**src/rtl/z88_sram_bridge.sv**
```systemverilog
// Byte-wide core RAM port to asynchronous SRAM bridge.
// Registered strobes with programmable read-wait and write setup/pulse/hold.
module z88_sram_bridge #(
    parameter int ADDR_W   = 19,
    parameter int DATA_W   = 16,
    parameter int RD_WAIT  = 1,
    parameter int WR_SETUP = 1,
    parameter int WR_PULSE = 2,
    parameter int WR_HOLD  = 1,
    localparam int LANES   = DATA_W / 8,
    localparam int LB      = $clog2(LANES)
) (
    input  logic                 clk,
    input  logic                 reset_n,
    input  logic                 req,
    input  logic                 we,
    input  logic [ADDR_W-1:0]    addr,
    input  logic [7:0]           wdata,
    output logic [7:0]           rdata,
    output logic                 ack,
    output logic                 busy,
    output logic [ADDR_W-LB-1:0] sram_addr,
    output logic [LANES-1:0]     sram_be_n,
    output logic                 sram_ce_n,
    output logic                 sram_oe_n,
    output logic                 sram_we_n,
    output logic [DATA_W-1:0]    sram_dq_o,
    output logic                 sram_dq_oe,
    input  logic [DATA_W-1:0]    sram_dq_i
);

    localparam int LBW = (LB > 0) ? LB : 1;

    localparam logic [3:0] RD_CNT = 4'(RD_WAIT - 1);
    localparam logic [3:0] WS_CNT = 4'((WR_SETUP > 0) ? WR_SETUP - 1 : 0);
    localparam logic [3:0] WP_CNT = 4'(WR_PULSE - 1);
    localparam logic [3:0] WH_CNT = 4'((WR_HOLD > 0) ? WR_HOLD - 1 : 0);

    typedef enum logic [2:0] {IDLE, RD, WS, WP, WH, ACK} state_t;

    state_t                state, state_d;
    logic [3:0]            cnt, cnt_d;
    logic [LBW-1:0]        lane, lane_d, lane_in;
    logic [7:0]            rdata_d;
    logic                  ack_d;
    logic [ADDR_W-LB-1:0]  sram_addr_d;
    logic [LANES-1:0]      be_n_d;
    logic                  ce_n_d, oe_n_d, we_n_d, dq_oe_d;
    logic [DATA_W-1:0]     dq_o_d, lane_shift;

    generate
        if (LB == 0) begin : g_one_lane
            assign lane_in = '0;
        end else begin : g_multi_lane
            assign lane_in = addr[LB-1:0];
        end
    endgenerate

    assign lane_shift = sram_dq_i >> {lane, 3'b000};
    assign busy = (state != IDLE);

    always_comb begin
        state_d     = state;
        cnt_d       = cnt;
        lane_d      = lane;
        rdata_d     = rdata;
        ack_d       = 1'b0;
        sram_addr_d = sram_addr;
        be_n_d      = sram_be_n;
        ce_n_d      = sram_ce_n;
        oe_n_d      = sram_oe_n;
        we_n_d      = sram_we_n;
        dq_oe_d     = sram_dq_oe;
        dq_o_d      = sram_dq_o;
        unique case (state)
            IDLE: begin
                if (req) begin
                    sram_addr_d = addr[ADDR_W-1:LB];
                    lane_d      = lane_in;
                    ce_n_d      = 1'b0;
                    be_n_d      = ~(LANES'(1) << lane_in);
                    if (we) begin
                        dq_oe_d = 1'b1;
                        dq_o_d  = {LANES{wdata}};
                        if (WR_SETUP == 0) begin
                            state_d = WP;
                            cnt_d   = WP_CNT;
                            we_n_d  = 1'b0;
                        end else begin
                            state_d = WS;
                            cnt_d   = WS_CNT;
                        end
                    end else begin
                        oe_n_d  = 1'b0;
                        state_d = RD;
                        cnt_d   = RD_CNT;
                    end
                end
            end
            RD: begin
                if (cnt == 4'd0) begin
                    rdata_d = lane_shift[7:0];
                    ce_n_d  = 1'b1;
                    oe_n_d  = 1'b1;
                    be_n_d  = '1;
                    ack_d   = 1'b1;
                    state_d = ACK;
                end else begin
                    cnt_d = cnt - 4'd1;
                end
            end
            WS: begin
                if (cnt == 4'd0) begin
                    state_d = WP;
                    cnt_d   = WP_CNT;
                    we_n_d  = 1'b0;
                end else begin
                    cnt_d = cnt - 4'd1;
                end
            end
            WP: begin
                if (cnt == 4'd0) begin
                    we_n_d = 1'b1;
                    if (WR_HOLD == 0) begin
                        ce_n_d  = 1'b1;
                        be_n_d  = '1;
                        dq_oe_d = 1'b0;
                        ack_d   = 1'b1;
                        state_d = ACK;
                    end else begin
                        state_d = WH;
                        cnt_d   = WH_CNT;
                    end
                end else begin
                    cnt_d = cnt - 4'd1;
                end
            end
            WH: begin
                if (cnt == 4'd0) begin
                    ce_n_d  = 1'b1;
                    be_n_d  = '1;
                    dq_oe_d = 1'b0;
                    ack_d   = 1'b1;
                    state_d = ACK;
                end else begin
                    cnt_d = cnt - 4'd1;
                end
            end
            ACK: begin
                // req is deliberately ignored here to force an idle gap
                state_d = IDLE;
            end
            default: begin
                state_d = IDLE;
            end
        endcase
    end

    always_ff @(posedge clk or negedge reset_n) begin
        if (!reset_n) begin
            state      <= IDLE;
            cnt        <= 4'd0;
            lane       <= '0;
            rdata      <= 8'd0;
            ack        <= 1'b0;
            sram_addr  <= '0;
            sram_be_n  <= '1;
            sram_ce_n  <= 1'b1;
            sram_oe_n  <= 1'b1;
            sram_we_n  <= 1'b1;
            sram_dq_oe <= 1'b0;
            sram_dq_o  <= '0;
        end else begin
            state      <= state_d;
            cnt        <= cnt_d;
            lane       <= lane_d;
            rdata      <= rdata_d;
            ack        <= ack_d;
            sram_addr  <= sram_addr_d;
            sram_be_n  <= be_n_d;
            sram_ce_n  <= ce_n_d;
            sram_oe_n  <= oe_n_d;
            sram_we_n  <= we_n_d;
            sram_dq_oe <= dq_oe_d;
            sram_dq_o  <= dq_o_d;
        end
    end

endmodule

```
**config.mk**
```make
export PLATFORM = sky130hd
export DESIGN_NAME = z88_sram_bridge
export DESIGN_NICKNAME = d
export VERILOG_FILES = /design/src/rtl/z88_sram_bridge.sv
export SDC_FILE = /design/constraint.sdc
export NUM_CORES = 1
export LEC_CHECK = 0
export BUFFER_PORTS_ARGS = -buffer_cell sky130_fd_sc_hd__buf_2
export CAP_MARGIN = 15
export CORE_UTILIZATION = 25
export DETAILED_ROUTE_END_ITERATION = 6
export SYNTH_ARGS = -nofsm -noshare
export SYNTH_HDL_FRONTEND = slang
export SYNTH_SLANG_ARGS = --single-unit
```
**constraint.sdc**
```tcl
create_clock -name clk -period 1.5 [get_ports clk]
set_input_delay 0.3 -clock clk [delete_from_list [all_inputs] [get_ports clk]]
set_output_delay 0.3 -clock clk [all_outputs]
set_load 0.005 [all_outputs]
```
## After elaboration in Yosys (flattened, before gate mapping)

Cells that the tools add are included.

- Register bits: 57
- Output and inout port bits: 50

- Shifts and indexed selects: 2
- Bitwise logic cells: 1
- Mux-type cells: 27
- $add $sub $neg: 1
- Reduce and logical (&&, ||, !) cells: 18
- Eq/ne operators: 13

Operators by type and width:

| kind | count |
|---|---|
| 4-bit 2-to-1 mux | 4 |
| 2-bit inequality test, second input constant | 8 |
| 4-bit case mux with 4 select lines | 1 |
| 16-bit by 4-bit >> shifter with 8-bit output | 1 |
| 3-bit 2-to-1 mux | 4 |
| 3-bit case mux with 4 select lines | 1 |
| 3-bit AND reduction | 4 |
| 4-bit AND reduction | 3 |
| 1-bit 2-to-1 mux | 9 |
| 1-bit case mux with 2 select lines | 4 |
| 2-bit nonzero test | 4 |
| 3-bit by 2-bit equality test with 1-bit output, second input constant | 2 |
| 2-bit 2-to-1 mux | 3 |
| 4-bit zero test | 1 |
| 2-bit case mux with 2 select lines | 1 |
| 2-bit AND reduction | 2 |
| 4-bit nonzero test | 1 |
| 4-bit by 1-bit subtractor with 4-bit output, second input constant | 1 |
| 3-bit by 1-bit equality test with 1-bit output, second input constant | 1 |
| 3-bit equality test, second input constant | 1 |
| 3-bit zero test | 1 |
| 3-bit nonzero test | 1 |
| 2-bit by 1-bit inequality test with 1-bit output, second input constant | 1 |
| 2-bit inverter | 1 |
| other kinds (2) | 2 |

## Logic depth before layout (Yosys ltp)

Gate-level depths: netlist (run 1).

- Depth in word-level cells: 4
- Mapped depth: 7
- Gate-level depth less buffers: 6

## Worst setup path before layout (run 1)

Ideal clock, no wire load.

- Kind: register -> register
- Start point: reg cnt[0]
- End point: reg cnt[0]
- Arrival time: 1.430 ns
- Library setup time: 0.125 ns
- Required time: 1.375 ns
- Period minus slack after synthesis: 1.555 ns
- Stages on the path, launching flop included: 7
- Slack: -0.055 ns
- Cells stage by stage: dfrtp_1 inv_1 ha_1 or3b_4 and3_4 o31ai_4 a21oi_1

- Longest elaborated chain between the ends: 3

RTL lines:

| item | line | source |
|---|---|---|
| start: declaration | 42 | `logic [3:0] cnt, cnt_d;` |
| start signal: assignment | 175 | `cnt <= cnt_d;` |
| 4-bit by 1-bit subtractor with 4-bit output / 4-bit zero test (equally long branches) | - |  |
| 4-bit 2-to-1 mux, or another cell as far along | 101, 139 |  |
| 4-bit case mux with 4 select lines / 3-bit AND reduction (equally long branches) | - |  |

Parallel ways exist; a longest one is shown, timed or not. The select of a mux whose other input is x is not followed.
A chain may end at the register's enable or synchronous reset.

## Worst setup path in the final report (run 1)

- Start point: reg cnt[0]
- End point: reg cnt[1]

The elaborated chain is that of the path after synthesis.

==> results of run 1 <==
[synthesized netlist by cell type, drive strengths merged, types with 2 or more instances]
master / count / share of area
nand2: 69 / 0.11
dfrtp: 44 / 0.48
buf: 17 / 0.049
o21ai: 14 / 0.031
mux2: 9 / 0.045
nor2: 9 / 0.015
mux2i: 8 / 0.035
a21oi: 7 / 0.015
dfstp: 5 / 0.058
inv: 5 / 0.0082
nor3: 4 / 0.011
and3: 3 / 0.010
clkbuf: 3 / 0.0049
nand2b: 3 / 0.0082
a211oi: 2 / 0.0088
and2: 2 / 0.0055
ha: 2 / 0.011
nand3: 2 / 0.0099
o2bb2ai: 2 / 0.0077
[per-stage QoR]
| step | power (mW) | hold slack [ns] | utilization |
|---|---|---|---|
| 2_1_floorplan | 4.38 | 0.00441 | - |
| 3_3_place_gp | 5.50 | 0.313 | 0.337 |
| 3_5_place_dp | 5.59 | 0.310 | 0.337 |
| 4_1_cts | 6.64 | 0.172 | 0.352 |
| 5_1_grt | 7.29 | 0.175 | 0.358 |
| 6_report | 6.69 | 0.184 | 0.358 |
[cell type report]
class | count | area share
Clock inverter | 3 | 0.0140
Sequential cell | 49 | 0.394
Multi-Input combinational cell | 151 | 0.301
Timing Repair Buffer | 120 | 0.221
Tap cell | 108 | 0.0431
Clock buffer | 5 | 0.0219
Inverter | 5 | 0.00598
[cell families after synthesis]
kind of cell,count (synthesis),synth area share
compound gates,34,0.103
mux,17,0.0797
fa+ha+maj,2,0.0110
simple gates,97,0.199
flops,49,0.541
xor+xnor,1,0.00385
buf+inv,25,0.0621
[per-layer routing]
layer	track usage	vias up	part of all wire
li1	-	949	-
met1	0.147	855	0.48
met2	0.172	58	0.45
met3	0.0281	4	0.060
met4	0.0351	0	0.0087
met5	0	-	0
[path summary, 6_finish.rpt]
check                          start  depth (start not counted)            end  slack, ns
min in group asynchronous    reset_n                          3  sram_addr[16]       0.51
max in group asynchronous    reset_n                          3      sram_ce_n       0.71
max reg2reg                   cnt[0]                          6         cnt[1]      -0.07
min reg2reg                sram_oe_n                          2      sram_oe_n       0.46
max                           cnt[0]                          6         cnt[1]      -0.07
min                         addr[17]                          3  sram_addr[16]       0.18
[layout by cell type, fill, tap and decap left out, types with 3 or more instances in the layout]
cell      synthesis  layout
dfrtp_1          44      42
nor3_1            3       3
o21ai_1           9      11
mux2_1            9       9
o21ai_0           5       3
mux2i_1           8       8
buf_2             5      96
buf_4            11      20
inv_1             5       3
clkbuf_8          0       5
nor2_1            9       8
a21oi_1           7       5
nand2_1          69      69
dfstp_2           5       5
[what timing repair did]
item                       4_1_cts  5_1_grt
pin swaps                        0        8
gates cloned                     0        0
gates resized for setup          3        8
buffers inserted                 1        2
hold endpoints to repair        44        0
setup endpoints to repair        7       30
hold buffers                     1        0
[worst reg2reg max path, cell delays in order (launching register included)]
cell	delay [ns]
dfrtp_1	0.41
inv_2	0.08
ha_4	0.13
or3b_4	0.40
a22oi_2	0.21
nand2b_4	0.17
o22ai_1	0.07
[state kept, by name, summed over array words and instances (netlist names)]
register / flops
cnt: 4
sram_addr: 18
ack: 1
rdata: 8
sram_oe_n: 1
sram_dq_o: 8
sram_be_n: 2
state: 3
lane: 1
sram_we_n: 1
sram_dq_oe: 1
sram_ce_n: 1
[power groups by stage]
| stage | clock network, mW | logic [mW] | registers [mW] |
|---|---|---|---|
| after floorplan | 0 | 1.98 | 2.40 |
| after global placement | 0 | 3.06 | 2.44 |
| after detailed placement | 0 | 3.12 | 2.47 |
| after CTS | 1.01 | 3.19 | 2.45 |
| after global routing | 1.05 | 3.69 | 2.54 |
| final | 0.956 | 3.30 | 2.44 |
==> impl_metrics.json, run 1 <==
{
  "status": "finished with violations",
  "violations": "setup timing",
  "totalWireLength_um": 5040,
  "coreArea_um2": 8760,
  "fin_nets": 381,
  "seq_area_um2": 1230,
  "die_w_um": 97.4,
  "antenna_found_initial": 0,
  "cts_made_buffers": 5,
  "grt_usage": 0.109,
  "synth.distinct_cells": 41,
  "cp.arrival_ns": 1.76,
  "critPathMaxStageDelay_ns": 0.41,
  "tightest_slew_ns": 0.478,
  "multiInputGateArea_um2": 943,
  "setup_tns_ns": -0.265,
  "slew_headroom": 0.681,
  "io_buffers": 96,
  "avgViaCountPerCell": 4.23,
  "intPower_mw": 4.24,
  "p_switching_mw": 2.45,
  "ys_warn_count": 0,
  "route.detailed.drc": 0,
  "grt-ovfl-total": 0,
  "grt_pass1_vias": 1805,
  "drt_iter0_markers": 59,
  "cp.buffers_inverters": 1,
  "routedWlPerCell_um": 11.4,
  "setup_violations": 5,
  "seqPwrFrac": 0.364,
  "max_freq_ghz": 0.636,
  "cp_cell_sequence": "inv_2 -> ha_4 -> or3b_4 -> a22oi_2 -> nand2b_4 -> o22ai_1",
  "p_clk_frac": 0.143,
  "cellLeakagePower_nw": 1.62,
  "placed_area_um2": 2950,
  "netSwitchingFraction": 0.366,
  "ys.flop_type": "dfrtp_1",
  "n_fill_cell": 903,
  "grt_pass1_wl_um": 8490,
  "path_clk_slew_ns": 0.09,
  "worstPathMaxFanout": 3,
  "finalMaxSlewViolations": 0,
  "drive_gt1_frac": 0.453,
  "synth_area_um2": 2280,
  "vdd_drop_max_uv": 759,
  "dp_slack_ns": -0.0533,
  "clock-sinks": 49,
  "hpwl_um": 3730,
  "synth_edf_count": 0,
  "ant_nets": 0,
  "syn2layout_area_growth_pct": 37.7,
  "via_count": 1866,
  "clock-root-buffer": "clkbuf_8",
  "drv_cap": 0,
  "end_kind": "register",
  "yosysSeqAreaShare": 0.541,
  "p_comb_frac": 0.493,
  "fin_skew_ns": 0.00725,
  "dp_cells": 429,
  "critical_path_class": "reg2reg",
  "p_per_area_nw_per_um2": 2130,
  "fin_area_um2": 3140,
  "worst_setup_path_start_kind": "register",
  "rows": 34,
  "cts_tree": "done",
  "synth_cells": 225,
  "period_share": 1.05,
  "hold_viol_final": 0,
  "dieHeight_um": 97.4,
  "clkLatencyLatePin_ns": 0.30,
  "rsz0062_at_grt": "true",
  "gp_congestion": 0.801,
  "ys_ff_latch": 49,
  "period_needed_ns": 1.57,
  "clock_path_buffers": 2,
  "final_cells": 441,
  "critPathTopFamily": "simple AND/OR/NAND/NOR gates",
  "ys_async_sr_fraction": 1.00,
  "diodes": 0,
  "syn_area_per_cell_um2": 10.1,
  "initial_core_util": 0.260,
  "htreeDepth": 2,
  "drtPass1Iterations": 4,
  "grt_max_degree": 50,
  "required_ns": 1.68,
  "synth.net_count": 274,
  "cp_slowest_cell": "dfrtp_1",
  "ioPinCount": 97,
  "hp-class": "in2reg",
  "dieArea_um2": 9490,
  "fin_ws_ns": -0.0729
}
Note: power is estimated with default switching activity, not from simulation.
==> run 2, diff against run 1 <==
--- a/config.mk
+++ b/config.mk
@@ -5,10 +5,13 @@
 export SDC_FILE = /design/constraint.sdc
 export NUM_CORES = 1
 export LEC_CHECK = 0
-export BUFFER_PORTS_ARGS = -buffer_cell sky130_fd_sc_hd__buf_2
+export BUFFER_PORTS_ARGS = -buffer_cell sky130_fd_sc_hd__buf_4
 export CAP_MARGIN = 15
+export CELL_PAD_IN_SITES_DETAIL_PLACEMENT = 1
+export CELL_PAD_IN_SITES_GLOBAL_PLACEMENT = 1
 export CORE_UTILIZATION = 25
 export DETAILED_ROUTE_END_ITERATION = 6
+export PLACE_DENSITY_LB_ADDON = 0.1
 export SYNTH_ARGS = -nofsm -noshare
 export SYNTH_HDL_FRONTEND = slang
 export SYNTH_SLANG_ARGS = --single-unit
==> run 2 against run 1 <==
  * The flow still finishes with violations (setup timing)
  * Clock skew is essentially flat
  * Register-to-register slack gained 0.03 ns
  * Wire length grew 24%
  * Clock-buffer cell count grew 2
  * Worst hold slack lost 0.010 ns
  * Setup slack gained 0.023 ns
  * Non-clock buffer count grew 4
  * Sequential power is essentially flat
  * Critical path depth shrank 2
  * Largest power group unchanged
  * Highest routed layer unchanged
==> impl_metrics.json, run 2 (synthesized netlist as in run 1, its figures left out) <==
{
  "regMostFlops": "sram_addr",
  "drt_iter0_markers": 85,
  "layout_commonest_cell": "buf_4",
  "hp-class": "in2reg",
  "setup_violations": 5,
  "largest_reg_flops": 18,
  "via_count": 2002,
  "cp_slowest_cell": "dfrtp_2",
  "status": "finished with violations",
  "final_cells": 446,
  "avgViaCountPerCell": 4.49,
  "io_buffers": 96,
  "cp.arrival_ns": 1.25,
  "r2r_cells": 6,
  "violations": "setup timing",
  "worstPathMaxFanout": 3,
  "cts_tree": "done",
  "mostFrequentLayoutCells": "buf_4, nand2_1, dfrtp_1",
  "ioPinCount": 97,
  "critPathMaxStageDelay_ns": 0.44,
  "period_needed_ns": 1.55,
  "n_fill_cell": 1020,
  "clock_path_buffers": 2,
  "dp_slack_ns": -0.0483,
  "hpwl_um": 4500,
  "cts_made_buffers": 5,
  "top_regs": "sram_addr: 18 flops, rdata: 8 flops, sram_dq_o: 8 flops",
  "hold_viol_final": 0,
  "dieHeight_um": 97.4,
  "critPathTopFamily": "flip-flops",
  "regToRegStartpoint": "cnt[0]",
  "antenna_found_initial": 0,
  "path_clk_slew_ns": 0.10,
  "syn2layout_area_growth_pct": 51.4,
  "grt_pass1_vias": 2150,
  "required_ns": 1.20,
  "cellLeakagePower_nw": 1.70,
  "drtPass1Iterations": 4,
  "fin_area_um2": 3450,
  "grt_usage": 0.133,
  "grt_max_degree": 28,
  "vdd_drop_max_uv": 655,
  "grt_pass1_wl_um": 10300,
  "gp_congestion": 0.819,
  "tightest_slew_ns": 0.487,
  "regToRegSetupSlack_ns": -0.04,
  "fin_skew_ns": 0.00724,
  "coreArea_um2": 8760,
  "rr_endpoint": "cnt[1]",
  "dp_cells": 433,
  "grt-ovfl-total": 0,
  "clock-sinks": 49,
  "min_to": "sram_addr[11]",
  "totalWireLength_um": 6250,
  "clkLatencyLatePin_ns": 0.31,
  "hp-start": "addr[12]",
  "end_kind": "output pin",
  "critical_path_class": "reg2out",
  "clock-root-buffer": "clkbuf_8",
  "hold_depth": 3,
  "initial_core_util": 0.260,
  "cp.buffers_inverters": 3,
  "fin_ws_ns": -0.0495,
  "rsz0062_at_grt": "true",
  "placed_area_um2": 3240,
  "period_share": 1.03,
  "postLayoutCoreUtil": 0.393,
  "drive_gt1_frac": 0.473,
  "htreeDepth": 2,
  "max_freq_ghz": 0.645,
  "diodes": 0,
  "fin_nets": 386,
  "finalMaxSlewViolations": 0,
  "worst_setup_path_start_kind": "register",
  "drv_cap": 0,
  "rows": 34,
  "cp_cell_sequence": "nor3_4 -> buf_6 -> inv_1 -> buf_4",
  "slew_headroom": 0.675,
  "dieArea_um2": 9490,
  "route.detailed.drc": 0,
  "ant_nets": 0,
  "p_per_area_nw_per_um2": 2120,
  "setup_tns_ns": -0.168,
  "routedWlPerCell_um": 14.0,
  "die_w_um": 97.4
}
## run 2: cell types whose count changed in the layout (fill, tap and decap cells not counted), moves of 2 or more
cell	change
buf_6	+2
o2bb2ai_1	-2
buf_2	-96
clkbuf_1	+2
buf_4	+98
o2bb2ai_2	+2
## run 2: worst reg2reg max path, stage by stage, from the launching register on
cell and delay (ns):
dfrtp_1 0.40, inv_2 0.09, ha_4 0.14, or3b_4 0.39
a22oi_2 0.17, nand2b_4 0.18, o22ai_2 0.07
## run 2: where the power goes
group          total (mW)  switching [mW]  internal, mW  leakage (nW)
sequential           2.47           0.472          2.00         0.592
clock               0.801           0.469         0.332        0.0385
combinational        4.03            1.79          2.24          1.07
total                7.30            2.73          4.57          1.70
## run 2: worst max path at each step
stage	slack [ns]	depth (start not counted)	endpoint	startpoint
final	-0.05	4	busy	state[0]
after global routing	-0.12	6	cnt[2]	cnt[0]
after CTS	-0.06	4	busy	state[1]
after global placement	-0.01	6	cnt[3]	cnt[1]
after detailed placement	-0.05	6	cnt[3]	cnt[1]
after floorplan	0.005	6	cnt[0]	cnt[1]
## run 2: stage by stage
stage / total power, mW / hold slack, ns
floorplan: 4.38 / 0.00441
global placement: 6.12 / 0.226
detailed placement: 6.18 / 0.227
CTS: 7.15 / 0.171
global route: 7.93 / 0.173
finish: 7.30 / 0.174
## run 2: timing repair
action / CTS / global route
cloned: 0 / 2
buffers inserted: 2 / 0
hold endpoints to repair: 21 / 0
hold buffers: 1 / 0
gates resized for setup: 7 / 16
endpoints found under the setup margin: 6 / 21
pin swaps: 1 / 3
## run 2: area by class of cell
type | count | area, um2 | area share
inverters | 5 | 18.8 | 0.00544
flip-flops and latches | 49 | 1240 | 0.359
clock buffers | 7 | 76.3 | 0.0221
well taps | 108 | 135 | 0.0392
multi-input cells | 152 | 1000 | 0.291
repair buffers | 124 | 970 | 0.281
clock inverters | 1 | 7.51 | 0.00218
## run 2: metal layers
metal | part of all wire | GRT usage
met4 | 0.0096 | 0.0373
met1 | 0.44 | 0.169
met3 | 0.053 | 0.0309
met5 | 0 | 0
met2 | 0.49 | 0.226
==> run 3, diff against run 2 <==
--- a/config.mk
+++ b/config.mk
@@ -12,6 +12,7 @@
 export CORE_UTILIZATION = 25
 export DETAILED_ROUTE_END_ITERATION = 6
 export PLACE_DENSITY_LB_ADDON = 0.1
+export RECOVER_POWER = 50
 export SYNTH_ARGS = -nofsm -noshare
 export SYNTH_HDL_FRONTEND = slang
 export SYNTH_SLANG_ARGS = --single-unit
==> run 3 against run 2 <==
  * The flow still finishes with violations (setup timing)
  * Wire length down 0.13%
  * Critical endpoint unchanged
  * Clock-buffer cell count unchanged
  * Global-route usage did not move
  * Critical path depth unchanged
  * Clock skew about the same
  * Design area is 0.54% lower
  * Worst hold slack is essentially flat
  * Largest cell class unchanged
  * Sequential share of layout area increased by 0.20 points
  * Core utilization decreased by 0.21 points
==> impl_metrics.json, run 3 (synthesized netlist as in run 1, its figures left out) <==
{
  "status": "finished with violations",
  "violations": "setup timing",
  "clkLatencyLatePin_ns": 0.31,
  "dieHeight_um": 97.4,
  "cellLeakagePower_nw": 1.69,
  "drive_gt1_frac": 0.470,
  "rsz0062_at_grt": "true",
  "fin_ws_ns": -0.0495,
  "top_regs": "sram_addr: 18 flops, rdata: 8 flops, sram_dq_o: 8 flops",
  "clock-root-buffer": "clkbuf_8",
  "worst_setup_path_start_kind": "register",
  "fin_nets": 386,
  "grt_usage": 0.133,
  "fin_skew_ns": 0.00719,
  "largest_reg_flops": 18,
  "p_per_area_nw_per_um2": 2120,
  "dp_slack_ns": -0.0483,
  "ant_nets": 0,
  "layout_commonest_cell": "buf_4",
  "hold_depth": 3,
  "clock-sinks": 49,
  "regToRegStartpoint": "cnt[0]",
  "tightest_slew_ns": 0.595,
  "placed_area_um2": 3240,
  "htreeDepth": 2,
  "mostFrequentLayoutCells": "buf_4, nand2_1, dfrtp_1",
  "path_clk_slew_ns": 0.10,
  "hold_viol_final": 0,
  "ioPinCount": 97,
  "grt_max_degree": 28,
  "min_to": "sram_addr[11]",
  "vdd_drop_max_uv": 655,
  "dieArea_um2": 9490,
  "rows": 34,
  "grt_pass1_wl_um": 10300,
  "cts_made_buffers": 5,
  "r2r_cells": 6,
  "end_kind": "output pin",
  "cp.arrival_ns": 1.25,
  "max_freq_ghz": 0.645,
  "die_w_um": 97.4,
  "antenna_found_initial": 0,
  "setup_violations": 5,
  "worstPathMaxFanout": 3,
  "slew_headroom": 0.603,
  "finalMaxSlewViolations": 0,
  "regMostFlops": "sram_addr",
  "initial_core_util": 0.260,
  "io_buffers": 96,
  "required_ns": 1.20,
  "drt_iter0_markers": 85,
  "hp-start": "addr[12]",
  "grt_pass1_vias": 2150,
  "period_share": 1.03,
  "cts_tree": "done",
  "routedWlPerCell_um": 14.0,
  "hp-class": "in2reg",
  "diodes": 0,
  "drv_cap": 0,
  "syn2layout_area_growth_pct": 50.5,
  "period_needed_ns": 1.55,
  "grt-ovfl-total": 0,
  "drtPass1Iterations": 4,
  "critical_path_class": "reg2out",
  "route.detailed.drc": 0,
  "avgViaCountPerCell": 4.48,
  "coreArea_um2": 8760,
  "setup_tns_ns": -0.168,
  "gp_congestion": 0.819,
  "totalWireLength_um": 6240,
  "clock_path_buffers": 2,
  "regToRegSetupSlack_ns": -0.04,
  "fin_area_um2": 3430,
  "via_count": 2000,
  "hpwl_um": 4500,
  "rr_endpoint": "cnt[1]"
}
## run 3: changes by cell type in the layout (fill, tap and decap cells not counted), sizes merged
cell / delta
buf: -19
clkbuf: +19
## run 3: what timing repair did
item	4_1_cts	5_1_grt
cloned	0	2
pin swaps	1	3
hold buffers	1	0
setup buffers	2	0
hold endpoints to repair	21	0
resized for setup	7	16
setup endpoints to repair	6	21
## run 3: power breakdown
part | internal, mW | switching [mW] | leakage [nW] | total, mW
logic | 2.21 | 1.79 | 1.06 | 3.99
clock network | 0.332 | 0.469 | 0.0385 | 0.801
registers | 2.00 | 0.467 | 0.592 | 2.47
## run 3: final cells by class
type / instances / area, um2
Fill cell: 1023 / 5340
Inverter: 5 / 18.8
Tap cell: 108 / 135
Timing Repair Buffer: 124 / 951
Clock buffer: 7 / 76.3
Clock inverter: 1 / 7.51
Sequential cell: 49 / 1240
Multi-Input combinational cell: 152 / 1000
## run 3: critical path, cell delays in order (launching register included)
cell,delay (ns)
dfrtp_2,0.44
nor3_4,0.21
buf_6,0.13
inv_1,0.04
buf_4,0.12
## run 3: metrics by stage
step	power, mW	utilization	std cells	hold WS [ns]
after global routing	7.89	0.391	446	0.173
after CTS	7.15	0.384	444	0.171
after global placement	6.12	0.369	433	0.226
after floorplan	4.38	-	225	0.00441
final	7.26	0.391	446	0.174
after detailed placement	6.18	0.369	433	0.227
## run 3: per-layer routing
layer  vias up  track usage  routed length [um]
met1       974        0.169                2770
li1        962            -                   -
met3         5       0.0309                 339
met5         -            0                   0
met4         0       0.0373                  60
met2        59        0.226                3060
## run 3: worst max path at each step
stage,start,to,slack [ns],depth (start not counted)
2_1_floorplan,cnt[1],cnt[0],0.005,6
3_3_place_gp,cnt[1],cnt[3],-0.01,6
3_5_place_dp,cnt[1],cnt[3],-0.05,6
4_1_cts,state[1],busy,-0.06,4
5_1_grt,cnt[0],cnt[2],-0.12,6
6_report,state[0],busy,-0.05,4
